## src/rtl/spi_stream_arbiter_pkg.sv

```systemverilog
// Shared arbiter types and the round-robin "next set bit from pointer" search.
package spi_stream_arbiter_pkg;

    typedef enum logic {
        ARB_IDLE,
        ARB_GRANT
    } arb_state_e;

    // Widest request vector the search function handles; callers zero-extend.
    localparam int RR_MAX_REQ = 8;

    typedef struct packed {
        logic       any;
        logic [2:0] idx;
    } rr_pick_t;

    // First set bit of req at or after ptr, wrapping modulo n (n <= RR_MAX_REQ).
    // ptr < n and k < n keep ptr + k below 2n, so one subtraction wraps it.
    function automatic rr_pick_t rr_next_set(input logic [RR_MAX_REQ-1:0] req,
                                             input logic [2:0]            ptr,
                                             input int                    n);
        rr_pick_t r;
        int       idx;
        r = '0;
        for (int k = 0; k < RR_MAX_REQ; k++) begin
            idx = int'(ptr) + k;
            if (idx >= n) idx = idx - n;
            if (k < n && !r.any && req[idx[2:0]]) begin
                r.any = 1'b1;
                r.idx = idx[2:0];
            end
        end
        return r;
    endfunction

endpackage

```

## src/rtl/spi_stream_arbiter_pick.sv

```systemverilog
// Combinational round-robin picker: first requesting index at or after ptr.
module rr_priority_pick
    import spi_stream_arbiter_pkg::*;
#(
    parameter int NUM_REQ = 4,
    parameter int IW      = $clog2(NUM_REQ)
) (
    input  logic [NUM_REQ-1:0] req,
    input  logic [IW-1:0]      ptr,
    output logic [IW-1:0]      idx,
    output logic               any
);

    rr_pick_t pick;

    // Widen to the shared function's fixed width, then narrow the result back.
    always_comb begin
        pick = rr_next_set(RR_MAX_REQ'(req), 3'(ptr), NUM_REQ);
        idx  = IW'(pick.idx);
        any  = pick.any;
    end

endmodule

```

## src/rtl/spi_stream_arbiter.sv

```systemverilog
// Packet-atomic round-robin arbiter feeding the SPI slave's host-bound byte
// stream. A grant is held until the grantee's last beat or the beat limit.
module spi_stream_arbiter
    import spi_stream_arbiter_pkg::*;
#(
    parameter int WIDTH     = 8,
    parameter int NUM_REQ   = 4,
    parameter int MAX_BEATS = 64
) (
    input  logic                         clk,
    input  logic                         reset,
    input  logic [NUM_REQ*WIDTH-1:0]     req_data,
    input  logic [NUM_REQ-1:0]           req_vld,
    input  logic [NUM_REQ-1:0]           req_last,
    output logic [NUM_REQ-1:0]           req_rdy,
    output logic [WIDTH-1:0]             out_data,
    output logic                         out_vld,
    input  logic                         out_rdy,
    output logic [$clog2(NUM_REQ)-1:0]   grant_id,
    output logic                         busy,
    output logic [NUM_REQ-1:0]           overflow
);

    localparam int IW = $clog2(NUM_REQ);
    localparam int CW = $clog2(MAX_BEATS);

    arb_state_e    state, state_nxt;
    logic [IW-1:0] rr_ptr;
    logic [IW-1:0] pick_idx;
    logic          pick_any;
    logic [CW-1:0] beat_cnt;
    logic          accept;
    logic          last_g;
    logic          at_max;
    logic          grant_end;
    logic [IW-1:0] grant_inc;

    rr_priority_pick #(.NUM_REQ(NUM_REQ), .IW(IW)) u_pick (
        .req (req_vld),
        .ptr (rr_ptr),
        .idx (pick_idx),
        .any (pick_any)
    );

    // Beat accounting for the current grantee; the limit cuts the grant on
    // the beat that brings the count to MAX_BEATS, so beat_cnt never wraps.
    always_comb begin
        accept    = (state == ARB_GRANT) && req_vld[grant_id] && out_rdy;
        last_g    = req_last[grant_id];
        at_max    = (beat_cnt == CW'(MAX_BEATS - 1));
        grant_end = accept && (last_g || at_max);
        grant_inc = (grant_id == IW'(NUM_REQ - 1)) ? '0 : grant_id + 1'b1;
    end

    // State register.
    always_ff @(posedge clk or posedge reset) begin
        if (reset) state <= ARB_IDLE;
        else       state <= state_nxt;
    end

    // Next state and the combinational pass-through of the grantee.
    always_comb begin
        state_nxt = state;
        out_vld   = 1'b0;
        out_data  = '0;
        req_rdy   = '0;
        busy      = 1'b0;
        case (state)
            ARB_IDLE: begin
                if (pick_any) state_nxt = ARB_GRANT;
            end
            ARB_GRANT: begin
                busy              = 1'b1;
                out_data          = req_data[grant_id*WIDTH +: WIDTH];
                out_vld           = req_vld[grant_id];
                req_rdy[grant_id] = out_rdy;
                if (grant_end) state_nxt = ARB_IDLE;
            end
            default: state_nxt = ARB_IDLE;
        endcase
    end

    // Grant bookkeeping: latch the winner, count beats, advance the pointer
    // past the grantee at grant end, and flag limit cut-offs (sticky).
    always_ff @(posedge clk or posedge reset) begin
        if (reset) begin
            grant_id <= '0;
            rr_ptr   <= '0;
            beat_cnt <= '0;
            overflow <= '0;
        end else if (state == ARB_IDLE) begin
            if (pick_any) begin
                grant_id <= pick_idx;
                beat_cnt <= '0;
            end
        end else if (accept) begin
            if (grant_end) begin
                rr_ptr <= grant_inc;
                if (at_max && !last_g) overflow[grant_id] <= 1'b1;
            end else begin
                beat_cnt <= beat_cnt + 1'b1;
            end
        end
    end

endmodule
```

## config.mk

```make
export PLATFORM = sky130hd
export DESIGN_NAME = spi_stream_arbiter
export DESIGN_NICKNAME = d
export VERILOG_FILES = /design/src/rtl/spi_stream_arbiter_pkg.sv /design/src/rtl/spi_stream_arbiter_pick.sv /design/src/rtl/spi_stream_arbiter.sv
export SDC_FILE = /design/constraint.sdc
export NUM_CORES = 1
export LEC_CHECK = 0
export ABC_AREA = 1
export CORE_MARGIN = 3
export CORE_UTILIZATION = 30
export CTS_CLUSTER_DIAMETER = 30
export DETAILED_ROUTE_END_ITERATION = 10
export SLEW_MARGIN = 10
export SYNTH_ARGS = -nofsm -noshare
export SYNTH_HDL_FRONTEND = slang
export SYNTH_SLANG_ARGS = --single-unit
```

## constraint.sdc

```tcl
create_clock -name clk -period 2.6 [get_ports clk]
set_input_delay 0.39 -clock clk [delete_from_list [all_inputs] [get_ports clk]]
set_output_delay 0.39 -clock clk [all_outputs]
set_load 0.05 [all_outputs]
```

Yosys cells after proc, flatten, opt, wreduce, memory -nomap -nowiden

Cells that the tools add are included.

Bitwise operators: 3
Equal/unequal tests: 4
Mux-type cells: 34
Add/subtract/negate cells: 9
Reductions and logical operators: 18
$lt $le $gt $ge: 10
Shift operators: 1

Operators with widths:

| cell                | number |
|---|---|
| $ge 32x4->1 const B | 3 |
| $shiftx 32x6->8     | 1 |
| $mux 6              | 4 |
| $mux 4              | 5 |
| $lt 3x4->1 const B  | 4 |
| $bmux 1 s3          | 4 |
| $mux 3              | 4 |
| $mux 1              | 11 |
| $sub 3x3->3 const B | 3 |
| $logic_and 1x1->1   | 8 |
| $mux 8              | 1 |
| $add 2x2->3 const B | 2 |
| $add 6x1->6 const B | 1 |
| $eq 6x6->1 const B  | 1 |
| $reduce_and 3->1    | 2 |
| $and 4x4->4         | 1 |
| $bmux 1 s2          | 2 |
| $logic_not 1->1     | 4 |
| $or 4x4->4          | 1 |
| $reduce_and 4->1    | 1 |
| $add 2x1->3 const B | 1 |
| $ge 2x3->1 const B  | 1 |
| $lt 2x3->1 const B  | 1 |
| $sub 2x3->3 const B | 1 |
| other kinds (12)    | 12 |

Bits of input ports: 43
Output and inout port bits: 20
Bits in registers: 15

Depth between registers and ports, before layout

Gate-level depths: netlist of the first run.

Depth after elaboration: 16
Mapped depth: 11

By module

Synthesis of the first run repeated with hierarchy kept, for this count alone.

Cell total of the unflattened synthesis: 237
Area total of the unflattened synthesis: 1456.4 µm²

By module, submodules not included:

| module             | cells an instance | instances | area each (µm²) |
|---|---|---|---|
| spi_stream_arbiter | 178               | 1         | 1179.9 |
| rr_priority_pick   | 59                | 1         | 276.5 |

Worst setup path after synthesis of the first run

OpenSTA, ideal clock, no wires.

Path type: reg-to-output
Start point: register state
End point: output out_data[0]
Cell stages (with the launch flop): 4
Data arrival time: 2108 ps
Slack: 102 ps
Buffers on the path: 1
Required time: 2210 ps
Cell sequence: dfrtp_1 clkinv_1 clkbuf_1 a21oi_1

Word-level cells in the longest chain between the ends: 1

Ends and longest elaborated chain:

| what                     | line                     | RTL |
|---|---|---|
| start: declaration       | spi_stream_arbiter.sv:27 | `arb_state_e state, state_nxt;` |
| start signal: assignment | spi_stream_arbiter.sv:58 | `else state <= state_nxt;` |
| $mux 8                   | spi_stream_arbiter.sv:68 | `case (state)` |
| end: declaration         | spi_stream_arbiter.sv:16 | `output logic [WIDTH-1:0] out_data,` |

Every way passes these cells.

Worst setup path after layout of the first run

Start point: register grant_id[1]
End point: output out_data[7]

Word-level cells in the longest chain between the ends: 2

Ends and longest elaborated chain:

| what                     | line                     | RTL |
|---|---|---|
| start: declaration       | spi_stream_arbiter.sv:19 | `output logic [$clog2(NUM_REQ)-1:0] grant_id,` |
| start signal: assignment | spi_stream_arbiter.sv:93 | `grant_id <= pick_idx;` |
| $shiftx 32x6->8          | spi_stream_arbiter.sv:74 | `out_data = req_data[grant_id*WIDTH +: WIDTH];` |
| $mux 8                   | spi_stream_arbiter.sv:68 |  |

Every way passes these cells.

==> impl_metrics.tcl, run 1 <==
set metrics [dict create \
    outcome "completed" \
    grt_start_max_net_pins 22 \
    num_vias 1592 \
    tightestPinTransition_ns 0.578 \
    clk_latency_ns 0.25 \
    timing.final.crit_share_pct 85.9 \
    fin_tns_setup_ns 0 \
    clock_sinks 15 \
    row_count 24 \
    synthCells 232 \
    critPathLaunchType "register" \
    drc 0 \
    hold_class "register to register" \
    ant_nets 0 \
    instances_no_fill 357 \
    path_class "register to output pin" \
    rr_startpoint "grant_id[1]$_DFFE_PP0P_" \
    cp-end-kind "output pin" \
    cp_data_arrival_time_ns 1.84 \
    ys_types 30 \
    drive_above_1_share_pct 14.7 \
    postLayoutCoreUtil_pct 47.5 \
    ctsResizeCount 0 \
    design_area_um2 2170 \
    r2r-end "beat_cnt[1]$_DFFE_PP0P_" \
    holdCritStartpoint "overflow[0]$_DFFE_PP0P_" \
    timing.reg2reg.setup_slack_ns 0.67 \
    grt_pass1_wl_um 7270 \
    grt_remaining_overflow 0 \
    powerDensity_nw_per_um2 1150 \
    whs_path_depth 1 \
    drt_iter0_markers 68 \
    ctsHoldBuffers 0 \
    grt_usage_pct 14.8 \
    antenna_found_initial 0 \
    leakagePower_nw 1.02 \
    rsz0062_at_grt "false" \
    setup_viol 0 \
    yosys-top-cells-area "dfrtp_1, nand2_1, nor2_1" \
    cts_root_buf "clkbuf_8" \
    grt_pass1_vias 1504 \
    cts_made_buffers 3 \
    start_util_pct 32.4 \
    hold_end "overflow[0]$_DFFE_PP0P_" \
    cts_max_path_buffers 2 \
    h-tree-depth 1 \
    drv_slew 0 \
    ys_ff_latch 15 \
    area_growth_pct 46.6 \
    layout_common_cells "nand2_1, clkdlybuf4s50_1, nor2_1" \
    yosys_warnings 0 \
    synth_nets 280 \
    vias_per_cell 4.46 \
    crit_required_ns 2.21 \
    slew_headroom_pct 61.5 \
    die_h_um 76.2 \
    skew_ns 0.00445 \
    clock.fmax_mhz 448 \
    dpl-instance-area_um2 2120 \
    fillers 492 \
    avgSynthCellArea_um2 6.37 \
    io_pins 63 \
    clk_pin_slew_worst_paths_ns 0.06 \
    post_cts_buffers 0 \
    final_common_cell "nand2_1" \
    place_inst 353 \
    synth_top_area_cell "dfrtp_1" \
    die_area_um2 5810 \
    first_pass_iters 4 \
    netlist_area_um2 1480 \
    hold_viol_final 0 \
    rr_worst_depth 9 \
    routed_wl_um 4280 \
    core_um2 4560 \
    synth.top_cell.area_share_pct 25.4 \
    die_w_um 76.2 \
    yosysSeqAreaShare_pct 25.4 \
    cp_max_fo 14 \
    vdd_drop_max_uv 699 \
    nNetsFinal 341 \
    drv_cap 0 \
    antenna_cells 0 \
    cts_tree "built" \
    portBuffers 62 \
    finalCriticalPeriod_ns 2.23 \
    place.gp.congestion 0.807 \
    holdWs_ns 0.482 \
    dp_hpwl_um 3400 \
    avgRoutedWirePerCell_um 12.0 \
]
sequential cells by signal, indices dropped and copies added (netlist names):
signal / count
beat_cnt: 6
rr_ptr: 2
state: 1
grant_id: 2
overflow: 4
worst max-delay path, stage by stage (launching register included):
cell	delay, ns
dfrtp_1	0.61
inv_1	0.32
nor2_1	0.18
o21ai_0	0.09
a21oi_1	0.16
buf_4	0.23
cell families after synthesis:
logic type	share of synthesized area, %
buffers and inverters	9.64
adder cells (fa/ha/maj)	4.23
flip-flops	25.4
AO/OA/AOI/OAI	15.8
AND/OR/NAND/NOR	44.9
layout make-up:
| type | instances | area [um2] | share of cell area (%) |
|---|---|---|---|
| clock buffers | 4 | 45.0 | 2.08 |
| flip-flops and latches | 15 | 375 | 17.3 |
| multi-input cells | 185 | 961 | 44.3 |
| inverters | 24 | 90.1 | 4.15 |
| well taps | 65 | 81.3 | 3.75 |
| repair buffers | 64 | 616 | 28.4 |
per-layer routing:
layer | GRT usage (%) | wire length, um | up-vias
li1 | - | - | 863
met1 | 19.7 | 1990 | 683
met2 | 25.4 | 2060 | 44
met3 | 2.84 | 226 | 2
met4 | 1.63 | 9 | 0
met5 | 0 | 0 | -
synth_stat cells (all sizes together):
| master | count |
|---|---|
| a21oi | 10 |
| nand2 | 62 |
| ha | 5 |
| o21ai | 25 |
| clkbuf | 2 |
| o21a | 1 |
| a31oi | 1 |
| dfrtp | 15 |
| nand3 | 20 |
| nor2 | 49 |
| nor3 | 2 |
| nor3b | 1 |
| nand4 | 4 |
| inv | 23 |
| buf | 6 |
| clkinv | 1 |
| o21bai | 5 |
worst max path at each step:
stage / start / end
5_1_grt: grant_id[1]$_DFFE_PP0P_ / out_data[6]
4_1_cts: grant_id[1]$_DFFE_PP0P_ / out_data[5]
3_3_place_gp: req_vld[3] / beat_cnt[5]$_DFFE_PP0P_
2_1_floorplan: state$_DFF_PP0_ / out_data[0]
6_report: grant_id[1]$_DFFE_PP0P_ / out_data[7]
3_5_place_dp: grant_id[1]$_DFFE_PP0P_ / out_data[5]
power by group:
part | switching [mW] | total [mW] | internal (mW)
clock network | 0.0839 | 0.192 | 0.109
registers | 0.106 | 0.397 | 0.291
logic | 1.28 | 1.90 | 0.615
per-stage QoR:
stage	setup slack [ns]	total power, mW
global route	0.172	2.72
global placement	0.635	2.32
CTS	0.307	2.52
detailed placement	0.587	2.32
floorplan	0.102	1.84
finish	0.366	2.49
Power figures use the tool's default switching activity.
==> inputs of run 2 (changes only) <==
clock period = 2 ns   (was 2.6 ns; I/O delays follow)
==> impl_metrics.tcl, run 2 (synthesis gave the netlist of run 1 again) <==
set metrics [dict create \
    outcome "completed" \
    max_stage_delay_ns 0.37 \
    clock.fmax_mhz 537 \
    clk_latency_ns 0.25 \
    antenna_found_initial 0 \
    post_cts_buffers 0 \
    ctsResizeCount 0 \
    cp-end-kind "output pin" \
    fin_tns_setup_ns 0 \
    antenna_cells 0 \
    die_h_um 76.2 \
    grt_remaining_overflow 0 \
    num_vias 1645 \
    largest_register_ffs 6 \
    hold_class "input pin to async pin" \
    final_common_cell "nand2_1" \
    multi_input_area_um2 1070 \
    cts_made_buffers 3 \
    crit_chain "inv_1 -> buf_4 -> nor2_1 -> o21ai_0 -> a21oi_4 -> buf_12" \
    drive_above_1_share_pct 20.9 \
    avgRoutedWirePerCell_um 12.8 \
    leakagePower_nw 1.11 \
    critPathLaunchType "register" \
    die_w_um 76.2 \
    seq_area_um2 378 \
    cts_root_buf "clkbuf_8" \
    cts_max_path_buffers 2 \
    drc 0 \
    h-tree-depth 1 \
    path_class "register to output pin" \
    fillers 445 \
    skew_ns 0.00198 \
    setup_viol 0 \
    hold_viol_final 0 \
    total_power_mw 4.02 \
    slew_headroom_pct 62.9 \
    crit_buf_inv 3 \
    cts_tree "built" \
    grt_start_max_net_pins 20 \
    largest_register "beat_cnt" \
    crit_required_ns 1.70 \
    cp_top_family "buffers and inverters" \
    largestRegisters "beat_cnt x6, overflow x4" \
    cp_data_arrival_time_ns 1.56 \
    vdd_drop_max_uv 770 \
    vias_per_cell 4.56 \
    drv_cap 0 \
    finalCriticalPeriod_ns 1.86 \
    ctsHoldBuffers 0 \
    cp.depth 6 \
    first_pass_iters 4 \
    routed_wl_um 4640 \
    powerDensity_nw_per_um2 1620 \
    drv_slew 0 \
    nNetsFinal 345 \
    ant_nets 0 \
    clock_sinks 15 \
    drt_iter0_markers 117 \
    dp_hpwl_um 3650 \
    grt_pass1_wl_um 7750 \
    die_area_um2 5810 \
    start_util_pct 32.4 \
    rr_worst_depth 11 \
    row_count 24 \
    grt_pass1_vias 1557 \
    rsz0062_at_grt "false" \
    place.gp.congestion 0.862 \
    layout_common_cells "nand2_1, clkdlybuf4s50_1, nor2_1" \
    tightestPinTransition_ns 0.556 \
    io_pins 63 \
    grt_usage_pct 16.2 \
    area_growth_pct 67.6 \
    portBuffers 62 \
    clk_pin_slew_worst_paths_ns 0.06 \
    timing.final.crit_share_pct 93.2 \
    crit_path_top_delay_cell "dfrtp_1" \
    cp_max_fo 10 \
    holdWs_ns 0.397 \
    core_um2 4560 \
]
run 2: cell count changes in the layout (fill, tap and decap cells not counted), sizes merged:
cell           before  now
buf                15   21
clkdlybuf4s50      49   47
run 2: layout make-up:
type / count / area share (%)
multi-input combinational: 185 / 43.1
tap: 65 / 3.28
inverter: 24 / 3.63
sequential: 15 / 15.2
clock buffer: 4 / 1.82
timing repair buffer: 68 / 32.9
run 2: power by group:
| part | total (mW) | switching, mW | internal (mW) |
|---|---|---|---|
| registers | 0.497 | 0.115 | 0.382 |
| clock network | 0.244 | 0.102 | 0.141 |
| logic | 3.28 | 1.96 | 1.32 |
| total | 4.02 | 2.17 | 1.85 |
run 2: worst paths after layout:
kind,startpoint,end,slack (ns)
max in group asynchronous,reset,state$_DFF_PP0_,1.20
max,grant_id[1]$_DFFE_PP0P_,out_data[1],0.14
min,reset,overflow[0]$_DFFE_PP0P_,0.40
min in group clk,overflow[3]$_DFFE_PP0P_,overflow[3]$_DFFE_PP0P_,0.47
min reg2reg,overflow[3]$_DFFE_PP0P_,overflow[3]$_DFFE_PP0P_,0.47
max reg2reg,beat_cnt[0]$_DFFE_PP0P_,beat_cnt[5]$_DFFE_PP0P_,0.29
run 2: metrics by stage:
step / cell area (um2) / util [%] / instances / worst slack [ns]
final: 2480 / 54.3 / 361 / 0.137
after global routing: 2480 / 54.3 / 361 / 0.0142
after CTS: 2480 / 54.3 / 361 / 0.104
after detailed placement: 2430 / 53.3 / 357 / 0.0936
after global placement: 2430 / 53.3 / 357 / 0.0650
after floorplan: 1590 / - / 232 / 0.0983
run 2: metal layers:
layer / GRT usage, % / share of wire, % / up-vias
met3: 3.19 / 3.9 / 10
li1: - / - / 873
met4: 4.35 / 1.7 / 0
met1: 22.1 / 48 / 722
met2: 26.0 / 46 / 40
met5: 0 / 0 / -
